**src/rtl/simd_pkg.sv**
```systemverilog
// Shared types and default widths for the SIMD activation writeback slice.
package simd_pkg;

    typedef enum logic [1:0] {
        IDLE,
        ISSUE,
        DRAIN
    } state_t;

    localparam int SIMD_LATENCY_SIGMOID = 3;
    localparam int SIMD_BIT_WIDTH       = 32;
    localparam int SIMD_ADDR_WIDTH      = 10;
    localparam int SIMD_CNT_WIDTH       = 16;

endpackage

```
**src/rtl/simd_sync_fifo.sv**
```systemverilog
// Synchronous FIFO with occupancy count; head is visible on dout.
module simd_sync_fifo #(
    parameter int WIDTH = 42,
    parameter int DEPTH = 8
) (
    input  logic                     clk,
    input  logic                     reset,
    input  logic                     push,
    input  logic [WIDTH-1:0]         din,
    input  logic                     pop,
    output logic [WIDTH-1:0]         dout,
    output logic                     full,
    output logic                     empty,
    output logic [$clog2(DEPTH):0]   count
);

    localparam int AW = $clog2(DEPTH);

    logic [WIDTH-1:0] mem [DEPTH];
    logic [AW-1:0]    wp;
    logic [AW-1:0]    rp;
    logic [AW:0]      cnt;

    always_ff @(posedge clk) begin
        if (reset) begin
            wp  <= '0;
            rp  <= '0;
            cnt <= '0;
        end else begin
            if (push) wp <= wp + 1'b1;
            if (pop)  rp <= rp + 1'b1;
            cnt <= cnt + (AW+1)'(push) - (AW+1)'(pop);
        end
    end

    // Storage is left unreset; the head is masked upstream when empty.
    always_ff @(posedge clk) begin
        if (push) mem[wp] <= din;
    end

    assign dout  = mem[rp];
    assign count = cnt;
    assign empty = (cnt == '0);
    assign full  = (cnt == (AW+1)'(DEPTH));

endmodule

```
**src/rtl/simd_act_writeback.sv**
```systemverilog
// Tags fixed-latency FU results with their address, buffers them and
// drains them to the scratchpad, with credit-based issue throttling.
module simd_act_writeback
    import simd_pkg::*;
#(
    parameter int BIT_WIDTH  = SIMD_BIT_WIDTH,
    parameter int ADDR_WIDTH = SIMD_ADDR_WIDTH,
    parameter int LATENCY    = SIMD_LATENCY_SIGMOID,
    parameter int DEPTH      = 8,
    parameter int CNT_WIDTH  = SIMD_CNT_WIDTH
) (
    input  logic                  clk,
    input  logic                  reset,
    input  logic                  start,
    input  logic [CNT_WIDTH-1:0]  num_ops,
    input  logic                  issue_valid,
    output logic                  issue_ready,
    input  logic [ADDR_WIDTH-1:0] issue_addr,
    input  logic [BIT_WIDTH-1:0]  fu_data_in,
    output logic                  wr_valid,
    input  logic                  wr_ready,
    output logic [ADDR_WIDTH-1:0] wr_addr,
    output logic [BIT_WIDTH-1:0]  wr_data,
    output logic                  busy,
    output logic                  done
);

    localparam int FW = ADDR_WIDTH + BIT_WIDTH;
    localparam int CW = $clog2(DEPTH) + 1;
    localparam logic [CW-1:0] CRED_MAX = CW'(DEPTH);

    state_t state, state_nx;

    logic [CNT_WIDTH-1:0]  num_ops_q;
    logic [CNT_WIDTH-1:0]  issued_cnt;
    logic [CNT_WIDTH-1:0]  written_cnt;
    logic [CNT_WIDTH-1:0]  written_nx;
    logic [CW-1:0]         credits;
    logic [LATENCY-1:0]    tag_v;
    logic [ADDR_WIDTH-1:0] tag_a [LATENCY];

    logic          fire, pop, push;
    logic          busy_d, done_d;
    logic          f_full, f_empty;
    logic [CW-1:0] f_count;
    logic [FW-1:0] f_head;

    simd_sync_fifo #(
        .WIDTH (FW),
        .DEPTH (DEPTH)
    ) u_fifo (
        .clk   (clk),
        .reset (reset),
        .push  (push),
        .din   ({tag_a[LATENCY-1], fu_data_in}),
        .pop   (pop),
        .dout  (f_head),
        .full  (f_full),
        .empty (f_empty),
        .count (f_count)
    );

    always_ff @(posedge clk) begin
        if (reset) begin
            state       <= IDLE;
            busy        <= 1'b0;
            done        <= 1'b0;
            num_ops_q   <= '0;
            issued_cnt  <= '0;
            written_cnt <= '0;
            credits     <= '0;
        end else begin
            state <= state_nx;
            busy  <= busy_d;
            done  <= done_d;
            if (state == IDLE && start) begin
                num_ops_q   <= num_ops;
                issued_cnt  <= '0;
                written_cnt <= '0;
            end else begin
                issued_cnt  <= issued_cnt + CNT_WIDTH'(fire);
                written_cnt <= written_nx;
            end
            credits <= credits + CW'(fire) - CW'(pop);
        end
    end

    // The last tag stage lines up with the FU result on fu_data_in.
    always_ff @(posedge clk) begin
        if (reset) begin
            tag_v <= '0;
            for (int i = 0; i < LATENCY; i++) tag_a[i] <= '0;
        end else begin
            tag_v[0] <= fire;
            tag_a[0] <= issue_addr;
            for (int i = 1; i < LATENCY; i++) begin
                tag_v[i] <= tag_v[i-1];
                tag_a[i] <= tag_a[i-1];
            end
        end
    end

    always_comb begin
        state_nx = state;
        unique case (state)
            IDLE: begin
                if (start && num_ops != '0) state_nx = ISSUE;
            end
            ISSUE: begin
                if (issued_cnt + CNT_WIDTH'(fire) == num_ops_q)
                    state_nx = DRAIN;
            end
            DRAIN: begin
                if (written_nx == num_ops_q) state_nx = IDLE;
            end
            default: state_nx = IDLE;
        endcase
    end

    always_comb begin
        issue_ready = (state == ISSUE) && (issued_cnt < num_ops_q)
                      && (credits < CRED_MAX);
        fire        = issue_valid && issue_ready;
        wr_valid    = !f_empty;
        pop         = wr_valid && wr_ready;
        push        = tag_v[LATENCY-1];
        written_nx  = written_cnt + CNT_WIDTH'(pop);
        wr_addr     = f_empty ? '0 : f_head[FW-1:BIT_WIDTH];
        wr_data     = f_empty ? '0 : f_head[BIT_WIDTH-1:0];
        busy_d      = (state_nx != IDLE);
        done_d      = (state == IDLE && start && num_ops == '0)
                      || (state == DRAIN && written_nx == num_ops_q);
    end

    always_ff @(posedge clk) begin
        if (!reset) begin
            assert (!(push && f_full && !pop));
            assert (f_count <= credits);
        end
    end

endmodule
```
**config.mk**
```make
export PLATFORM = sky130hd
export DESIGN_NAME = simd_act_writeback
export DESIGN_NICKNAME = d
export VERILOG_FILES = /design/src/rtl/simd_pkg.sv /design/src/rtl/simd_sync_fifo.sv /design/src/rtl/simd_act_writeback.sv
export SDC_FILE = /design/constraint.sdc
export NUM_CORES = 1
export LEC_CHECK = 0
export CAP_MARGIN = 20
export CORE_MARGIN = 2
export CORE_UTILIZATION = 45
export CTS_CLUSTER_DIAMETER = 30
export DETAILED_ROUTE_END_ITERATION = 7
export SLEW_MARGIN = 20
export SYNTH_ARGS = -nofsm -noshare
export SYNTH_HDL_FRONTEND = slang
export SYNTH_HIERARCHICAL = 1
export SYNTH_SLANG_ARGS = --single-unit
```
**constraint.sdc**
```tcl
create_clock -name clk -period 5.13 [get_ports clk]
set_input_delay 1.539 -clock clk [delete_from_list [all_inputs] [get_ports clk]]
set_output_delay 1.539 -clock clk [all_outputs]
set_load 0.01 [all_outputs]
```
# Word-level counts from Yosys, hierarchy flattened

Memory sizes are Yosys's and may differ from the RTL's. A register that Yosys moved wholly into a read port is not among the register bits.
Index checks and enable logic that the tools add are counted.

Add/sub/neg operators: 8
$lt $le $gt $ge: 2
Equality and inequality tests: 4
Mux-type cells: 16
Bitwise operators: 3
Reduce and logical (&&, ||, !) cells: 16

Operators by type and width:

| operator            | count |
|---|---|
| $mux 10             | 4 |
| $add 16x1->16       | 2 |
| $eq 16x16->1        | 2 |
| $mux 32             | 1 |
| $logic_not 16->1    | 1 |
| $lt 16x16->1        | 1 |
| $reduce_bool 16->1  | 1 |
| $add 4x1->4         | 2 |
| $logic_and 1x1->1   | 8 |
| $sub 4x1->4         | 2 |
| $add 3x1->3 const B | 2 |
| $mux 2              | 3 |
| $mux 3              | 2 |
| $pmux 2 s3          | 1 |
| $mux 1              | 5 |
| $logic_not 4->1     | 1 |
| $lt 4x4->1 const B  | 1 |
| $or 1x1->1          | 3 |
| $eq 2x1->1 const B  | 1 |
| $eq 2x2->1 const B  | 1 |
| $logic_not 2->1     | 1 |
| $reduce_bool 2->1   | 1 |
| $reduce_or 2->1     | 1 |
| $logic_not 1->1     | 1 |
| $logic_or 1x1->1    | 1 |

Flip-flop bits (word level): 69
RAM bits: 366
Input bits: 63
Output and inout bits: 46
Word-level logic and storage cells: 62
Memories kept: 2

Memory list:

| name       | words | bits a word | read ports | clocked after Yosys merged registers in | wr ports | RTL line                 | text |
|---|---|---|---|---|---|---|---|
| u_fifo.mem | 8     | 42          | 1          | 1                                       | 1        | simd_sync_fifo.sv:19     | `logic [WIDTH-1:0] mem [DEPTH];` |
| tag_a      | 3     | 10          | 3          | 0                                       | 3        | simd_act_writeback.sv:40 | `logic [ADDR_WIDTH-1:0] tag_a [LATENCY];` |

# Logic depth before layout (Yosys ltp)

Depth after elaboration: 9
Depth in mapped cells: 17

# Cells and area by module

The synthesis kept the hierarchy.

By module, submodules not included:

| module             | times used | cells each | area each (um^2) | seq. area each (um^2) |
|---|---|---|---|---|
| simd_sync_fifo     | 1          | 555        | 13,233.9         | 10,349.9 |
| simd_act_writeback | 1          | 542        | 4,674.5          | 1,781.7 |

# Least setup slack after synthesis

OpenSTA, ideal clock, no wires.

Kind: input to register
Start point: input port wr_ready
End point: register busy
Setup time: 0.132 ns
Data arrival time: 4.062 ns
Setup slack: 0.936 ns
Cell stages on the path: 10
Cell sequence: nor2b_1 -> ha_1 -> ha_1 -> nand4_1 -> nor3_1 -> xnor2_1 -> nand4_1 -> or4_4 -> o311ai_1 -> a21oi_1

Longest elaborated chain between the ends: 6

RTL lines:

| element                | RTL line                  | text |
|---|---|---|
| start: declaration     | simd_act_writeback.sv:21  | `input logic wr_ready,` |
| $logic_and 1x1->1      | simd_act_writeback.sv:125 | `pop = wr_valid && wr_ready;` |
| $add 16x1->16          | simd_act_writeback.sv:127 | `written_nx = written_cnt + CNT_WIDTH'(pop);` |
| $eq 16x16->1           | simd_act_writeback.sv:114 | `if (written_nx == num_ops_q) state_nx = IDLE;` |
| $mux 2                 | simd_act_writeback.sv:114 |  |
| $pmux 2 s3             | simd_act_writeback.sv:105 | `unique case (state)` |
| $reduce_bool 2->1      | simd_act_writeback.sv:130 | `busy_d = (state_nx != IDLE);` |
| end signal: assignment | simd_act_writeback.sv:74  | `busy <= busy_d;` |
| end: declaration       | simd_act_writeback.sv:24  | `output logic busy,` |

No other way between the ends.
A chain may end at the register's enable or synchronous reset.

# Worst setup path after layout

Start point: register num_ops_q[1]
End point: output port issue_ready

Longest elaborated chain between the ends: 3

RTL lines:

| element                  | RTL line                  | text |
|---|---|---|
| start: declaration       | simd_act_writeback.sv:34  | `logic [CNT_WIDTH-1:0] num_ops_q;` |
| start signal: assignment | simd_act_writeback.sv:77  | `num_ops_q <= num_ops;` |
| $lt 16x16->1             | simd_act_writeback.sv:121 | `issue_ready = (state == ISSUE) && (issued_cnt < num_ops_q)` |
| $logic_and 1x1->1        | simd_act_writeback.sv:121 |  |
| $logic_and 1x1->1        | simd_act_writeback.sv:122 | `&& (credits < CRED_MAX);` |
| end: declaration         | simd_act_writeback.sv:17  | `output logic issue_ready,` |

No other way between the ends.

==> results.cfg <==
[run_status]
status = finished clean

[clock_network]
clock_latency_ns = 0.59
cts_setup_buffers = 0
clkSlewWorstSetupHoldPaths_ns = 0.04
cts_buffers = 94
clk_path_buf_depth = 3
hold_buffers = 0
cts_num_sinks = 438
tritoncts = yes
h-tree-depth = 3
clock-root-buffer = clkbuf_16
cts-resized-gates = 0

[sta]
fin_tns_setup_ns = 0
rsz0062_at_grt = no
final-setup-viol-count = 0
fmax_ghz = 0.215
setup_slack_ns = 0.477
finalMaxSlewViolations = 0
layout_min_cycle_time_ns = 4.65
fin_worst_skew_ns = 0.0186
worst_slew_pin_slew_ns = 1.02
finalHoldViolations = 0
max_slew_margin = 0.321
min_period_over_period = 0.907

[hold_path]
min-delay-start = tag_a[0][0]$_SDFF_PP0_
whs_endpoint = tag_a[0][10]$_SDFF_PP0_
hold_class = reg2reg
min_path_cells = 1

[routing]
drc = 0
ant_nets = 0
finalWirelength_um = 36900
drt-initial-drc-count = 527
drtPass1Iterations = 4
vias = 9804
drt-vias-per-instance = 5.21
wl_per_cell_um = 19.6

[floorplanning]
start_util = 0.453
dieWidth_um = 203
num_rows = 73
core_um2 = 39500
die_area_um2 = 41400
io_pins = 109
fp.dieH_um = 203

[layout]
multi_input_area_um2 = 5430
fillers = 3063
layout-drive-gt1-share = 0.238
final_area_um2 = 23000
diodes = 0
final_core_util = 0.583
seq_area_um2 = 12100
fin_nets = 1371
areaGrowthSynthToFinish_pct = 28.5

[global_routing]
grt_antenna_before_repair = 0
grt_first_pass_wirelength_um = 57500
grt_pass1_vias = 10200
grt_max_degree = 52
grt_overflow = 0
grt_usage = 0.184

[setup_path]
critPathMostFrequentCell = a21o_1
rr_worst_depth = 17
arrival_ns = 3.11
rr_startpoint = num_ops_q[9]$_SDFFE_PP0P_
endpoint_kind = output pin
crit_slowest_cell = clkdlybuf4s50_1
crit_path_max_incr_delay_ns = 0.58
worstPathRequired_ns = 3.59
path_max_fanout = 4
start_kind = flip-flop
r2r_setup_slack_ns = 0.85
crit_type = reg2out
crit_path_cell_trace = inv_1, ha_1, a21o_1, a21o_1, a21o_1, a21oi_1, o21ai_0, a21boi_0, clkdlybuf4s50_1
r2r_end = state[1]$_SDFF_PP0_

[synth]
netlist_instances = 1095
syn-num-nets = 1190
syn_avg_cell_area_um2 = 16.3
syn_area_um2 = 17900
ys.warnings.count = 6

[job]
cap_violations = 0

[placed_design]
port_buffers = 108
place_hpwl_um = 21500
gp_congestion = 0.866
place_area_um2 = 19700
post-place-ws_ns = 0.309

[power]
p_per_area_nw_per_um2 = 522
leakagePower_uw = 0.00781
ir_drop_mv = 0.260
==> through the flow <==
step                      instances  hold WS [ns]  total power, µW
after floorplan                1095         0.413             5140
after global placement         1704         0.425             5970
after detailed placement       1704         0.422             5970
after CTS                      1880         0.431            12200
after global routing           1881         0.451            12500
final                          1881         0.428            12000
==> flip-flops by register name, summed over array words and instances (netlist names), named ones only <==
name and flops:
u_fifo/mem 336, tag_a 30, busy 1, u_fifo/count 4, state 2, credits 4
done 1, issued_cnt 16, u_fifo/wp 3, num_ops_q 16, written_cnt 16, tag_v 3
u_fifo/rp 3
==> where the power goes <==
group	switching (µW)	internal [µW]	total (µW)
logic	830	1040	1870
registers	112	3890	4000
clock network	1860	4270	6130
total	2800	9200	12000
==> layout by cell type (no fill, tap or decap), types with 5 or more instances in the layout <==
cell and count:
o21ai_0 6, nor2b_1 82, clkinv_2 18, edfxtp_1 336
nand4_1 12, bufinv_16 15, nor3_1 7, ha_1 30
mux2_2 43, clkbuf_8 7, inv_1 35, nor2_1 53
clkbuf_16 96, clkdlybuf4s50_1 107, a21oi_1 30, clkbuf_1 15
xor2_1 16, mux4_2 84, nor2_4 6, clkinv_1 9
nand3_1 18, a21o_1 8, xnor2_1 38, nand2b_1 10
and2_1 5, nor4_1 11, dfxtp_1 99, and3_1 7
clkinv_4 5, nand2_1 51, buf_4 19
==> cell type report <==
cell class / instances / share of cell area
Timing Repair Buffer: 132 / 0.0577
Multi-Input combinational cell: 575 / 0.236
Clock inverter: 58 / 0.0326
Clock buffer: 118 / 0.111
Sequential cell: 438 / 0.528
Tap cell: 525 / 0.0286
Inverter: 35 / 0.00571
==> metal layers <==
layer / part of all wire / track usage
met1: 0.44 / 0.243
met5: 0 / 0
met2: 0.48 / 0.300
met4: 0.018 / 0.0662
met3: 0.054 / 0.0407
==> worst max-delay path: cells and delay by family (launching register included) <==
| family | cells | cell delay (ns) |
|---|---|---|
| adders and majority gates | 1 | 0.29 |
| DFF | 1 | 0.43 |
| AOI/OAI and AO/OA | 6 | 1.13 |
| buffers and inverters | 2 | 0.65 |
==> worst max-delay path by stage <==
stage | from | to | slack (ns) | cells after the start
after detailed placement | wr_ready | busy$_SDFF_PP0_ | 0.31 | 11
after global routing | num_ops_q[1]$_SDFFE_PP0P_ | issue_ready | 0.29 | 9
final | num_ops_q[1]$_SDFFE_PP0P_ | issue_ready | 0.48 | 9
after CTS | flip-flop | wr_addr[0] | 0.42 | 5
after floorplan | wr_ready | busy$_SDFF_PP0_ | 0.94 | 10
after global placement | wr_ready | state[1]$_SDFF_PP0_ | 0.29 | 11
Power figures use the tool's default switching activity.
==> variant 1 (same flow settings) <==
The 3 states of `state_t` get a one-hot encoding in 3 bits.
--- a/src/rtl/simd_pkg.sv
+++ b/src/rtl/simd_pkg.sv
@@ -1,10 +1,10 @@
 // Shared types and default widths for the SIMD activation writeback slice.
 package simd_pkg;
 
-    typedef enum logic [1:0] {
-        IDLE,
-        ISSUE,
-        DRAIN
+    typedef enum logic [2:0] {
+        IDLE  = 3'b001,
+        ISSUE = 3'b010,
+        DRAIN = 3'b100
     } state_t;
 
     localparam int SIMD_LATENCY_SIGMOID = 3;
Formal check against the unedited RTL: no difference found for any inputs over 4 cycles, from zero or initial values and one cycle with reset high; so few cycles prove little.
==> variant 1 against the original RTL <==
  * Total power down 2.6%
  * Critical path type unchanged
  * Sequential cell count is 1 higher
  * Wire length about the same
  * Largest power group unchanged
  * Design area down 1.3%
  * Via count is 1.8% lower
  * Die area decreased by 0.64%
  * Setup slack improved by 0.0033 ns
  * Critical endpoint is now wr_data[14]
  * Area after synthesis is 0.66% lower
==> variant 1: results (changes against the original RTL) <==
status: completed (unchanged)
Clk Latency, worst-skew pair: 0.58 ns
Fill cells: 2,977 (was 3,063)
met1 usage: 0.248 (was 0.243)
Regs by FF count: u_fifo/mem (336), tag_a (30) (unchanged)
cell count after synthesis: 1,072 (was 1,095)
antenna violations before repair: 1 (was 0)
# diodes: 0 (unchanged)
Mapped Nets: 1,167 (was 1,190)
peak supply drop: 265 µV (was 260 µV)
Worst Tran Pin Value: 0.839 ns (was 1.02 ns)
number of buffers created by CTS: 89 (was 94)
NumNets Final: 1,349 (was 1,371)
critical path endpoint: wr_data[14] (was issue_ready)
total number of vias: 9,628 (was 9,804)
layout cells sized above 1: 0.244 (was 0.238)
Total GRT Usage: 0.183 (was 0.184)
largest net degree at the start of global routing: 43 (was 52)
Placed Area: 19,500 µm² (was 19,700 µm²)
met2 GRT Util: 0.296 (was 0.300)
P_leak: 7.66 nW (was 7.81 nW)
htree depth: 3 (unchanged)
1st-iter DRT viols: 565 (was 527)
DR pass1 iterations: 4 (unchanged)
Port Buffer Count: 108 (unchanged)
vias in the first global route: 9,968 (was 10.2k)
Detailed Route WL: 36.9 mm (about the same)
dpl cells: 1,679 (was 1,704)
worst r2r src: num_ops_q[9] (unchanged)
GRT met3 Usage: 0.0411 (was 0.0407)
GP Congestion: 0.882 (was 0.866)
PD cells: 515 nW/µm² (was 522 nW/µm²)
R2R Setup Slk: 0.73 ns (was 0.85 ns)
worst hold path class: flip-flop to flip-flop (unchanged)
hpwl dp: 21.1 mm (was 21.5 mm)
clk_skew: 0.0233 ns (was 0.0186 ns)
Setup Buffers After CTS: 0 (unchanged)
critical path arrival: 3.11 ns (about the same)
first-pass GRT wire length: 57.3 mm (was 57.5 mm)
Root Driver: clkbuf_16 (unchanged)
Post-Place Worst Slack: 0.346 ns (was 0.309 ns)
Worst Path Max Fanout: 20 (was 4)
clk slew on worst S/H paths: 0.05 ns
Ys Warns: 6 (unchanged)
Vias/cell: 5.22 (was 5.21)
Final Cycle Share: 0.906 (was 0.907)
Max clock buf depth: 3 (unchanged)
Worst Reg-to-Reg Cells: 16 (was 17)
variant 1: cell types whose count changed in the layout (fill, tap and decap cells not counted), sizes merged, moves of 3 or more:
cell	change
clkinv	-11
clkinvlp	+7
bufinv	-6
a21oi	-5
and3	-5
xor2	+5
clkbuf	-4
nor3	+4
xnor2	-4
o211ai	-3
or3	-3
variant 1: report_power, final:
part	internal [mW]	leakage [nW]	switching (mW)
logic	1.06	2.29	0.871
clock network	3.94	1.49	1.83
registers	3.89	3.88	0.0963
total	8.90	7.66	2.80
variant 1: cell type report:
type | instances | share of cell area
sequential | 439 | 0.536
multi-input combinational | 557 | 0.235
clock buffer | 114 | 0.112
timing repair buffer | 134 | 0.0594
tap | 518 | 0.0286
clock inverter | 51 | 0.0247
inverter | 33 | 0.00546
variant 1: how the worst min path moves through the flow:
stage | end | cells past startpoint | slack [ns] | startpoint
final | tag_a[0][17] | 1 | 0.43 | tag_a[0][7]
after global routing | tag_v[2] | 1 | 0.45 | tag_v[1]
after CTS | tag_a[0][12] | 1 | 0.43 | tag_a[0][2]
after detailed placement | tag_a[0][12] | 1 | 0.42 | tag_a[0][2]
after global placement | tag_a[0][26] | 1 | 0.42 | tag_a[0][16]
after floorplan | tag_a[0][10] | 1 | 0.41 | tag_a[0][0]
variant 1: routing by layer:
| metal | vias to the layer above | part of all wire |
|---|---|---|
| met2 | 206 | 0.48 |
| li1 | 4471 | - |
| met1 | 4891 | 0.46 |
| met3 | 58 | 0.047 |
| met5 | - | 0.00041 |
| met4 | 2 | 0.016 |
variant 1: worst max-delay path, cell delays in order (launching register included):
cell and delay (ns):
dfxtp_4 0.58, buf_4 0.46, mux4_2 0.58, mux2_2 0.27, nor2b_1 0.14, clkdlybuf4s50_1 0.48
==> variant 2 (same flow settings) <==
Made on the original files. `SIMD_CNT_WIDTH`: 16 -> 32.
--- a/src/rtl/simd_pkg.sv
+++ b/src/rtl/simd_pkg.sv
@@ -10,7 +10,7 @@
     localparam int SIMD_LATENCY_SIGMOID = 3;
     localparam int SIMD_BIT_WIDTH       = 32;
     localparam int SIMD_ADDR_WIDTH      = 10;
-    localparam int SIMD_CNT_WIDTH       = 16;
+    localparam int SIMD_CNT_WIDTH       = 32;
 
 endpackage
 
Ports: changed (resized num_ops); port bits go from 109 to 125. The function was not compared with the original's and may differ.
==> variant 2 against the original RTL <==
  * Register-to-register slack got worse by 0.39 ns
  * Design area rose by 18%
  * Sequential cell count rose by 48
  * Die area rose by 19%
  * Largest power group unchanged
  * Wire length rose by 40%
  * Setup slack got worse by 0.29 ns
  * Sequential power rose by 8.2%
  * Non-clock buffer count rose by 61
  * Total power rose by 7.3%
  * Fmax fell by 5.8%
  * Area after synthesis rose by 20%
  * Combinational power rose by 11%
==> variant 2: results (changes against the original RTL) <==
status: completed (unchanged)
Port Buffer Count: 124 (was 108)
Final Hold Violating Endpoints: 0 (unchanged)
NumNets Final: 1,890 (was 1,371)
layout cells sized above 1: 0.218 (was 0.238)
number of buffers created by CTS: 107 (was 94)
worst r2r src: num_ops_q[16] (was num_ops_q[9])
Ys Warns: 6 (unchanged)
Worst Reg-to-Reg Cells: 19 (was 17)
largest net degree at the start of global routing: 62 (was 52)
Top reg by flops: u_fifo/mem (unchanged)
Setup Buffers After CTS: 0 (unchanged)
drt wl/cell: 20.9 µm (was 19.6 µm)
antenna violations before repair: 0 (unchanged)
met2 GRT Util: 0.359 (was 0.300)
Vias/cell: 5.49 (was 5.21)
clk_skew: 0.0243 ns (was 0.0186 ns)
GRT met3 Usage: 0.0464 (was 0.0407)
max_slew headroom: 0.390 (was 0.321)
Fill cells: 3,724 (was 3,063)
clk slew on worst S/H paths: 0.05 ns
peak supply drop: 302 µV (was 260 µV)
P_leak: 9.34 nW (was 7.81 nW)
1st-iter DRT viols: 779 (was 527)
vias in the first global route: 14.0k (was 10.2k)
Root Driver: clkbuf_16 (unchanged)
met1 usage: 0.268 (was 0.243)
Max clock buf depth: 3 (unchanged)
first-pass GRT wire length: 80.2 mm (was 57.5 mm)
Hold Path Origin: tag_v[0] (was tag_a[0][0])
Worst Path Max Fanout: 3 (was 4)
R2R Setup Slk: 0.46 ns (was 0.85 ns)
htree depth: 3 (unchanged)
hold-critical path depth: 1 (unchanged)
hpwl dp: 32.6 mm (was 21.5 mm)
Fin Hold WS: 0.418 ns (was 0.428 ns)
WHS Endpoint: tag_v[1] (was tag_a[0][10])
r2r endpoint: state[0] (was state[1])
worst hold path class: flip-flop to flip-flop (unchanged)
Clk Latency, worst-skew pair: 0.65 ns (was 0.59 ns)
DR pass1 iterations: 5 (was 4)
GP Congestion: 0.906 (was 0.866)
Largest register FFs: 336 (unchanged)
Mapped Nets: 1,661 (was 1,190)
# diodes: 0 (unchanged)
Total GRT Usage: 0.213 (was 0.184)
-- variant 2: what timing repair did --
item | in CTS | in global routing
gates resized for setup | 0 | 3
endpoints found under the setup margin | 0 | 1
endpoints found under the hold margin | 0 | 0
-- variant 2: report_power, final --
part	switching, mW	total, mW	internal [mW]	leakage, nW
clock network	2.15	6.46	4.31	1.71
registers	0.0541	4.33	4.27	4.24
logic	0.991	2.08	1.09	3.39
-- variant 2: layout make-up --
| type | instances | share of cell area |
|---|---|---|
| Clock inverter | 64 | 0.0246 |
| Clock buffer | 133 | 0.106 |
| Multi-Input combinational cell | 921 | 0.285 |
| Inverter | 54 | 0.00747 |
| Tap cell | 607 | 0.0280 |
| Timing Repair Buffer | 193 | 0.0660 |
| Sequential cell | 486 | 0.483 |
-- variant 2: worst max path at each step --
stage / cells after the start / end / from / slack (ns)
3_3_place_gp: 12 / done / wr_ready / -0.18
6_report: 11 / issue_ready / num_ops_q[16] / 0.19
4_1_cts: 10 / issue_ready / issued_cnt[17] / 0.08
3_5_place_dp: 12 / done / wr_ready / -0.20
2_1_floorplan: 11 / done / wr_ready / 0.37
5_1_grt: 11 / issue_ready / num_ops_q[16] / 0.05
-- variant 2: per-stage QoR --
stage                util  worst slack, ns  power, mW  cells  instance area (µm²)
floorplan               -            0.374       5.60   1534                21400
global placement    0.504           -0.176       6.50   2260                23600
detailed placement  0.504           -0.197       6.53   2260                23600
CTS                 0.580           0.0807       13.1   2457                27100
global route        0.580           0.0493       13.4   2458                27100
finish              0.580            0.190       12.9   2458                27100
-- variant 2: worst max-delay path, stage by stage (launching register included) --
cell and delay (ns):
dfxtp_1 0.44, inv_1 0.12, ha_1 0.21, a21o_1 0.15
a21o_1 0.17, a21o_1 0.17, a21o_1 0.17, a211o_1 0.28
o211ai_1 0.12, o211ai_1 0.17, a21oi_2 0.21, clkdlybuf4s50_1 0.56
-- variant 2: layer usage --
metal / up-vias / wire length (µm)
met1: 6726 / 22000
met5: - / 0
li1: 6291 / -
met4: 0 / 1490
met3: 97 / 2540
met2: 371 / 25400
